## src/rtl/dmem_responder.sv

```systemverilog
// Data-memory responder for the MIPS data bus: word RAM plus a result FIFO
// drained over valid/ready. Define DMEM_ALIGN_CHECK_EN to reject misaligned stores.
module dmem_responder #(
    parameter int          DEPTH_WORDS = 64,
    parameter int          FIFO_DEPTH  = 4,
    parameter logic [31:0] RESULT_ADDR = 32'h54,
    parameter logic [31:0] STATUS_ADDR = 32'h58
) (
    input  logic        clk,
    input  logic        reset,
    input  logic        memwrite,
    input  logic [31:0] dataaddr,
    input  logic [31:0] writedata,
    output logic [31:0] readdata,
    output logic        res_valid,
    output logic [31:0] res_data,
    input  logic        res_ready,
    output logic        overflow,
    output logic        misalign
);

    localparam int AW = $clog2(DEPTH_WORDS);
    localparam int PW = $clog2(FIFO_DEPTH);
    localparam int CW = PW + 1;

    logic [29:0]   word_addr;
    logic [AW-1:0] ram_idx;
    logic          aligned;
    logic          sel_result, sel_status, sel_ram;
    logic          ram_we, push, pop, full, push_ok, drop, status_clr;

    logic [31:0]   ram      [DEPTH_WORDS];
    logic [31:0]   fifo_mem [FIFO_DEPTH];
    logic [PW-1:0] rd_ptr, wr_ptr;
    logic [CW-1:0] count, count_next;
    logic          overflow_q;

    // Word-granular decode; the result and status ports shadow the RAM words
    // they overlap.
    assign word_addr  = dataaddr[31:2];
    assign ram_idx    = word_addr[AW-1:0];
    assign sel_result = (word_addr == RESULT_ADDR[31:2]);
    assign sel_status = !sel_result && (word_addr == STATUS_ADDR[31:2]);
    assign sel_ram    = !sel_result && !sel_status && (word_addr < 30'(DEPTH_WORDS));

    assign ram_we     = memwrite && aligned && sel_ram;
    assign push       = memwrite && aligned && sel_result;
    assign status_clr = memwrite && aligned && sel_status;

    assign res_valid  = (count != '0);
    assign res_data   = res_valid ? fifo_mem[rd_ptr] : '0;
    assign pop        = res_valid && res_ready;
    assign full       = (count == CW'(FIFO_DEPTH));
    assign push_ok    = push && (!full || pop);
    assign drop       = push && full && !pop;
    assign overflow   = overflow_q;

`ifdef DMEM_ALIGN_CHECK_EN
    logic misalign_q;

    assign aligned  = (dataaddr[1:0] == 2'b00);
    assign misalign = misalign_q;

    always_ff @(posedge clk or negedge reset) begin
        if (!reset) begin
            misalign_q <= 1'b0;
        end else if (memwrite && !aligned) begin
            misalign_q <= 1'b1;
        end else if (status_clr) begin
            misalign_q <= 1'b0;
        end
    end
`else
    logic unused_addr_bits;

    assign aligned          = 1'b1;
    assign misalign         = 1'b0;
    assign unused_addr_bits = ^dataaddr[1:0];
`endif

    // NOTE: storage arrays carry no reset so they map onto plain RAM; the
    // FIFO is emptied by resetting its count and pointers instead.
    always_ff @(posedge clk) begin
        if (ram_we) begin
            ram[ram_idx] <= writedata;
        end
        if (push_ok) begin
            fifo_mem[wr_ptr] <= writedata;
        end
    end

    // NOTE: every variable written here gets a default first so no latch is inferred.
    always_comb begin
        count_next = count;
        unique case ({push_ok, pop})
            2'b10:   count_next = count + CW'(1);
            2'b01:   count_next = count - CW'(1);
            default: count_next = count;
        endcase
    end

    // NOTE: sequential state is updated with non-blocking assignments only.
    always_ff @(posedge clk or negedge reset) begin
        if (!reset) begin
            rd_ptr     <= '0;
            wr_ptr     <= '0;
            count      <= '0;
            overflow_q <= 1'b0;
        end else begin
            if (pop) begin
                rd_ptr <= rd_ptr + PW'(1);
            end
            if (push_ok) begin
                wr_ptr <= wr_ptr + PW'(1);
            end
            count <= count_next;
            // A drop in the same cycle as a status clear leaves the flag set.
            if (drop) begin
                overflow_q <= 1'b1;
            end else if (status_clr) begin
                overflow_q <= 1'b0;
            end
        end
    end

    always_comb begin
        readdata = '0;
        if (aligned) begin
            if (sel_result) begin
                readdata = res_data;
            end else if (sel_status) begin
                readdata = {overflow_q, misalign, 22'b0, 8'(count)};
            end else if (sel_ram) begin
                readdata = ram[ram_idx];
            end
        end
    end

endmodule

```

## config.mk

```make
export PLATFORM = sky130hd
export DESIGN_NAME = dmem_responder
export DESIGN_NICKNAME = d
export VERILOG_FILES = /design/src/rtl/dmem_responder.sv
export SDC_FILE = /design/constraint.sdc
export NUM_CORES = 2
export LEC_CHECK = 0
export BUFFER_PORTS_ARGS = -buffer_cell sky130_fd_sc_hd__buf_2
export CELL_PAD_IN_SITES_DETAIL_PLACEMENT = 2
export CELL_PAD_IN_SITES_GLOBAL_PLACEMENT = 2
export CORE_MARGIN = 2
export CORE_UTILIZATION = 38
export CTS_BUF_LIST = sky130_fd_sc_hd__clkbuf_8
export DETAILED_ROUTE_END_ITERATION = 7
export PLACE_DENSITY_LB_ADDON = 0.1
export SETUP_SLACK_MARGIN = 0.05
export SYNTH_ARGS = -nofsm -noshare
export SYNTH_HDL_FRONTEND = slang
export SYNTH_SLANG_ARGS = --single-unit
```

## constraint.sdc

```tcl
create_clock -name clk -period 2.6 [get_ports clk]
set_clock_uncertainty 0.1 [all_clocks]
set_input_delay 0.13 -clock clk [delete_from_list [all_inputs] [get_ports clk]]
set_output_delay 0.13 -clock clk [all_outputs]
set_load 0.03 [all_outputs]
```

Word-level counts from Yosys, hierarchy flattened:

Memories as Yosys holds them, arrays and structs flattened.
Cells that the tools add are included.
Widths: inputs -> output; s select.

* register bits after elaboration: 8
* bits in writable memories: 2176
* input bits: 68
* output and inout port bits: 67
* logic and storage cells: 45
* memories kept: 2

* $add $sub $neg: 4
* $lt $le $gt $ge: 1
* equal/unequal tests: 5
* muxes and demuxes: 11
* reductions and logical operators: 18

Memory list
* ram: depth 64, bits a word 32, rd ports 1, clocked after Yosys merged registers in 0, wr ports 1, RTL line 32 `logic [31:0] ram [DEPTH_WORDS];`
* fifo_mem: depth 4, bits a word 32, rd ports 1, clocked after Yosys merged registers in 0, wr ports 1, RTL line 33 `logic [31:0] fifo_mem [FIFO_DEPTH];`

Operators with widths (number)
* $mux 32: 4
* $eq 30x5->1 const B: 2
* $lt 30x7->1 const B: 1
* $logic_and 1x1->1: 10
* $mux 1: 6
* $pmux 3 s2: 1
* $add 2x1->2 const B: 2
* $logic_not 1->1: 4
* $reduce_bool 2->1: 2
* $add 3x1->3 const B: 1
* $eq 3x3->1 const B: 1
* $reduce_bool 3->1: 1
* $sub 3x1->3 const B: 1
* $eq 2x1->1 const B: 1
* $eq 2x2->1 const B: 1
* $logic_or 1x1->1: 1

Longest topological paths before layout:

* depth in word-level cells: 9
* gate-level depth with buffers: 12
* mapped depth without buffers: 12

Worst setup path after synthesis:

OpenSTA, ideal clock, no wires.

* path kind: input to register
* from: input dataaddr[12]
* to: memory ram[10][0] (enable)
* library setup time: 0.421 ns
* arrival: 2.960 ns
* data required time: 2.079 ns
* path slack: -0.881 ns
* stages: 7
* cell sequence: or4_4 a211oi_2 and2_4 buf_4 buf_2 nand3_1 nor2_1

* longest elaborated chain between the ends: 9

Ends and longest elaborated chain
* start: declaration: RTL line 12 `input logic [31:0] dataaddr,`
* branches (longest 5 deep; another with $lt 30x7->1)
* $logic_and 1x1->1 *: RTL line 44 `assign sel_ram = !sel_result && !sel_status && (word_addr < 30'(DEPTH_WORDS));`
* $logic_and 1x1->1 *: RTL line 46 `assign ram_we = memwrite && aligned && sel_ram;`
* $mux 1 *: RTL line 84 `if (ram_we) begin`
* $mux 1 (implied by the code) *: RTL line 85 `ram[ram_idx] <= writedata;`
* end: declaration: RTL line 32

Mark *: on every way between the ends.

Worst setup path after layout:

* from: memory ram[29][10]
* to: output readdata[10]

* longest elaborated chain between the ends: 4

Ends and longest elaborated chain
* $mem_v2 64x32
* $mux 32: RTL line 133 `end else if (sel_ram) begin`
* $mux 32: RTL line 131 `end else if (sel_status) begin`
* $mux 32: RTL line 129 `if (sel_result) begin`
* end: declaration: RTL line 14 `output logic [31:0] readdata,`

No other way between the ends.

==> impl_table.tex <==
\begin{tabular}{lr}
\hline
Metric & Value \\
\hline
\multicolumn{2}{l}{\textbf{Synth}} \\
Fraction of post-synthesis cell area in the top cell type by area & 77.4\% \\
Synthesis warning total & 0 \\
Mean cell area of the mapped netlist & 18.9 sq um \\
Distinct cell type count of the synthesized netlist & 86 \\
Yosys top cell by area & sky130\_fd\_sc\_hd\_\_edfxtp\_1 \\
Top flip-flop cell by instance count after synthesis & sky130\_fd\_sc\_hd\_\_edfxtp\_1 \\
Cell area after synthesis & 84400 sq um \\
Sequential element share of the synthesized area & 77.7\% \\
Mapped Cells & 4467 \\
Share of synthesized flip-flops with an asynchronous set or reset & 0.366\% \\
Count of state elements after synthesis & 2184 \\
Number of enable-type register cells in the synthesized netlist & 2176 \\
Cell types with the largest area share after synthesis & sky130\_fd\_sc\_hd\_\_edfxtp\_1 77\%, sky130\_fd\_sc\_hd\_\_mux4\_2 5.4\%, sky130\_fd\_sc\_hd\_\_o22ai\_1 2.1\% \\
\multicolumn{2}{l}{\textbf{Placed design}} \\
Area post-placement & 98200 sq um \\
Gpl congestion & 0.903 \\
I/O Buffers & 131 \\
HPWL after detailed placement & 251000 um \\
\multicolumn{2}{l}{\textbf{Final layout}} \\
Final standard cell area without fillers & 108000 sq um \\
Layout cell share with drive strength beyond 1 & 35.6\% \\
Area growth from synthesis to layout & 27.5\% \\
Most common cell after layout, fill and taps aside & sky130\_fd\_sc\_hd\_\_edfxtp\_1 \\
Most frequent cells in the layout & 2176 x sky130\_fd\_sc\_hd\_\_edfxtp\_1, 587 x sky130\_fd\_sc\_hd\_\_buf\_4, 401 x sky130\_fd\_sc\_hd\_\_clkbuf\_8 \\
Number of nets in the final layout & 5826 \\
\multicolumn{2}{l}{\textbf{Pwr}} \\
Post-route total power & 78.5 mW \\
IR Drop Worst-Case VDD & 0.593 mV \\
Total power per unit cell area & 730 nW/um\^{}2 \\
Leakage & 36.3 nW \\
\multicolumn{2}{l}{\textbf{Min path}} \\
Worst hold endpoint & ram[53][27] \\
Number of instances on the worst hold path & 2 \\
Classification of the worst-slack hold path & in -> reg \\
Worst min-delay path startpoint & writedata[27] \\
\multicolumn{2}{l}{\textbf{Floorplanning}} \\
Die height & 475 um \\
Row count & 172 \\
Die W & 475 um \\
Area of the die & 226000 sq um \\
Core Region & 220000 sq um \\
Number of top-level design ports & 135 \\
Starting density of the core & 38.3\% \\
\multicolumn{2}{l}{\textbf{GRT}} \\
Vias in the first global route & 57.2k \\
Antenna violations before repair & 23 \\
Final global-route overflow total & 0 \\
Pin count of the biggest net entering global routing & 69 \\
Global routing usage summed across all routing layers & 33.2\% \\
Global-route wire length before repair & 504000 um \\
\multicolumn{2}{l}{\textbf{STA}} \\
Setup violations, final & 64 \\
Max Slew Vio Count & 0 \\
Final critical-path required period & 3.54 ns \\
Slew at the pin with the worst max-slew slack & 1.08 ns \\
TNS Setup & -43.96 ns \\
Peak clock frequency supported by timing & 0.282 GHz \\
Post-route clock period utilization & 136\% \\
Slew HR & 28.3\% \\
Setup repair after global routing missed its margin & true \\
Total count of hold-check failures in the final report & 0 \\
Final worst-path setup slack & -0.942 ns \\
Worst hold-check slack & 0.101 ns \\
\multicolumn{2}{l}{\textbf{CTS}} \\
Clock Root Buffer & sky130\_fd\_sc\_hd\_\_clkbuf\_8 \\
Worst skew pair latency & 1.14 ns \\
TritonCTS clock tree & done \\
Sink Count & 2184 \\
Number of buffers added by the clock tree synthesis step & 391 \\
Htree depth & 5 \\
Deepest clock path buffer count & 4 \\
Clock-pin slew on the worst setup and hold paths & 0.06 ns \\
\multicolumn{2}{l}{\textbf{Status}} \\
Failing checks & negative setup slack \\
Run status & finished with violations \\
\multicolumn{2}{l}{\textbf{Critical path}} \\
Crit end category & output pin \\
RR Endpoint & count[2] \\
Startpoint type of the worst setup path & flip-flop \\
Worst reg2reg setup slack & 0.14 ns \\
Critical setup path kind & reg -> out \\
Critical path arrival & 3.31 ns \\
Req. time, crit path & 2.37 ns \\
Depth of the worst register-to-register path & 11 \\
Highest fanout seen on the critical path & 1 \\
Startpoint of the lowest-slack register-to-register path & count[1] \\
\multicolumn{2}{l}{\textbf{Detailed routing}} \\
Number of routed nets with antenna violations & 0 \\
Via-per-instance ratio & 6.11 \\
WL per Instance & 41.9 um \\
Number of design rule violations left after detail routing & 0 \\
DRT iter0 DRCs & 7516 \\
First-pass detailed-route iteration total & 8 \\
Number of vias after detailed routing & 55.0k \\
Routed WL & 377000 um \\
\multicolumn{2}{l}{\textbf{Job}} \\
Max-cap violations & 0 \\
\hline
\end{tabular}
[flip-flops by register name, summed over array words and instances (netlist names)]
name / flops
count: 3
rd_ptr: 2
ram: 2048
fifo_mem: 128
overflow: 1
wr_ptr: 2
[cells by family after synthesis]
kind of cell	count (synthesis)	share of synthesized area (%)
multiplexers	518	9.35
flip-flops	2184	77.7
adder cells (fa/ha/maj)	6	0.0979
AO/OA/AOI/OAI	960	7.95
AND/OR/NAND/NOR	477	2.67
XOR/XNOR	7	0.0726
buffers and inverters	314	2.19
other	1	0.00444
[worst max-delay path, stage by stage (launching register included)]
cell and delay (ns):
sky130_fd_sc_hd__edfxtp_1 0.40, sky130_fd_sc_hd__mux2_2 0.18, sky130_fd_sc_hd__o221ai_1 0.17, sky130_fd_sc_hd__o221ai_2 0.15, sky130_fd_sc_hd__o21ai_0 0.21, sky130_fd_sc_hd__o2bb2ai_1 0.23
sky130_fd_sc_hd__buf_12 0.18, sky130_fd_sc_hd__o31ai_4 0.46, sky130_fd_sc_hd__buf_6 0.20
[worst max-delay path by stage]
stage	slack, ns	from	to
3_3_place_gp	-0.72	dataaddr[13]	readdata[19]
5_1_grt	-1.04	ram[43][9]	readdata[9]
4_1_cts	-1.09	ram[13][26]	readdata[26]
6_report	-0.94	ram[29][10]	readdata[10]
2_1_floorplan	-0.24	dataaddr[12]	fifo_mem[1][0]
3_5_place_dp	-0.77	dataaddr[2]	readdata[29]
[layer usage]
layer  global-route usage [%]  vias to the layer above  share of wire [%]
li1                         -                    21180                  -
met1                     46.2                    30176                 41
met2                     52.4                     2997                 47
met3                     4.93                      649                7.6
met4                     13.4                        4                4.2
met5                        0                        -             0.0058
[repair_timing]
item | in CTS | in global routing
hold buffers | 65 | 0
hold endpoints to repair | 3073 | 0
gates resized for setup | 411 | 68
endpoints found under the setup margin | 65 | 66
pin swaps | 75 | 34
buffers inserted | 34 | 28
[power breakdown]
part           internal (mW)  total [mW]  switching, mW
Clock                   14.6        29.3           14.7
Sequential              38.9        39.0          0.102
Combinational           4.54        10.3           5.74
Total                   58.0        78.5           20.5
[metrics by stage]
step | setup slack [ns] | util, % | std cells
6_report | -0.942 | 48.9 | 9001
5_1_grt | -1.04 | 48.9 | 9000
4_1_cts | -1.09 | 48.7 | 8982
3_5_place_dp | -0.769 | 44.6 | 8227
3_3_place_gp | -0.723 | 44.6 | 8227
2_1_floorplan | -0.237 | - | 4531
[layout make-up]
cell class,instances,area [sq um]
Clock buffer,401,5520
Fill cell,19771,113000
Sequential cell,2184,65500
Timing Repair Buffer,1131,12600
Inverter,11,50.0
Clock inverter,277,1230
Antenna cell,6,15.0
Multi-Input combinational cell,2033,19000
Tap cell,2958,3700
[Yosys cell counts, types with 24 or more instances]
master	instances
sky130_fd_sc_hd__mux2i_1	173
sky130_fd_sc_hd__mux2_2	142
sky130_fd_sc_hd__a2bb2oi_1	24
sky130_fd_sc_hd__nor2_1	145
sky130_fd_sc_hd__edfxtp_1	2176
sky130_fd_sc_hd__buf_4	61
sky130_fd_sc_hd__mux4_2	202
sky130_fd_sc_hd__clkbuf_1	69
sky130_fd_sc_hd__o21ai_0	112
sky130_fd_sc_hd__o22a_1	36
sky130_fd_sc_hd__a211oi_1	45
sky130_fd_sc_hd__a22oi_1	41
sky130_fd_sc_hd__and2_1	39
sky130_fd_sc_hd__nand3_1	25
sky130_fd_sc_hd__buf_6	34
sky130_fd_sc_hd__o221ai_1	146
sky130_fd_sc_hd__a21oi_1	116
sky130_fd_sc_hd__buf_2	115
sky130_fd_sc_hd__nand2_1	161
sky130_fd_sc_hd__o22ai_1	279
Power figures use the tool's default switching activity.
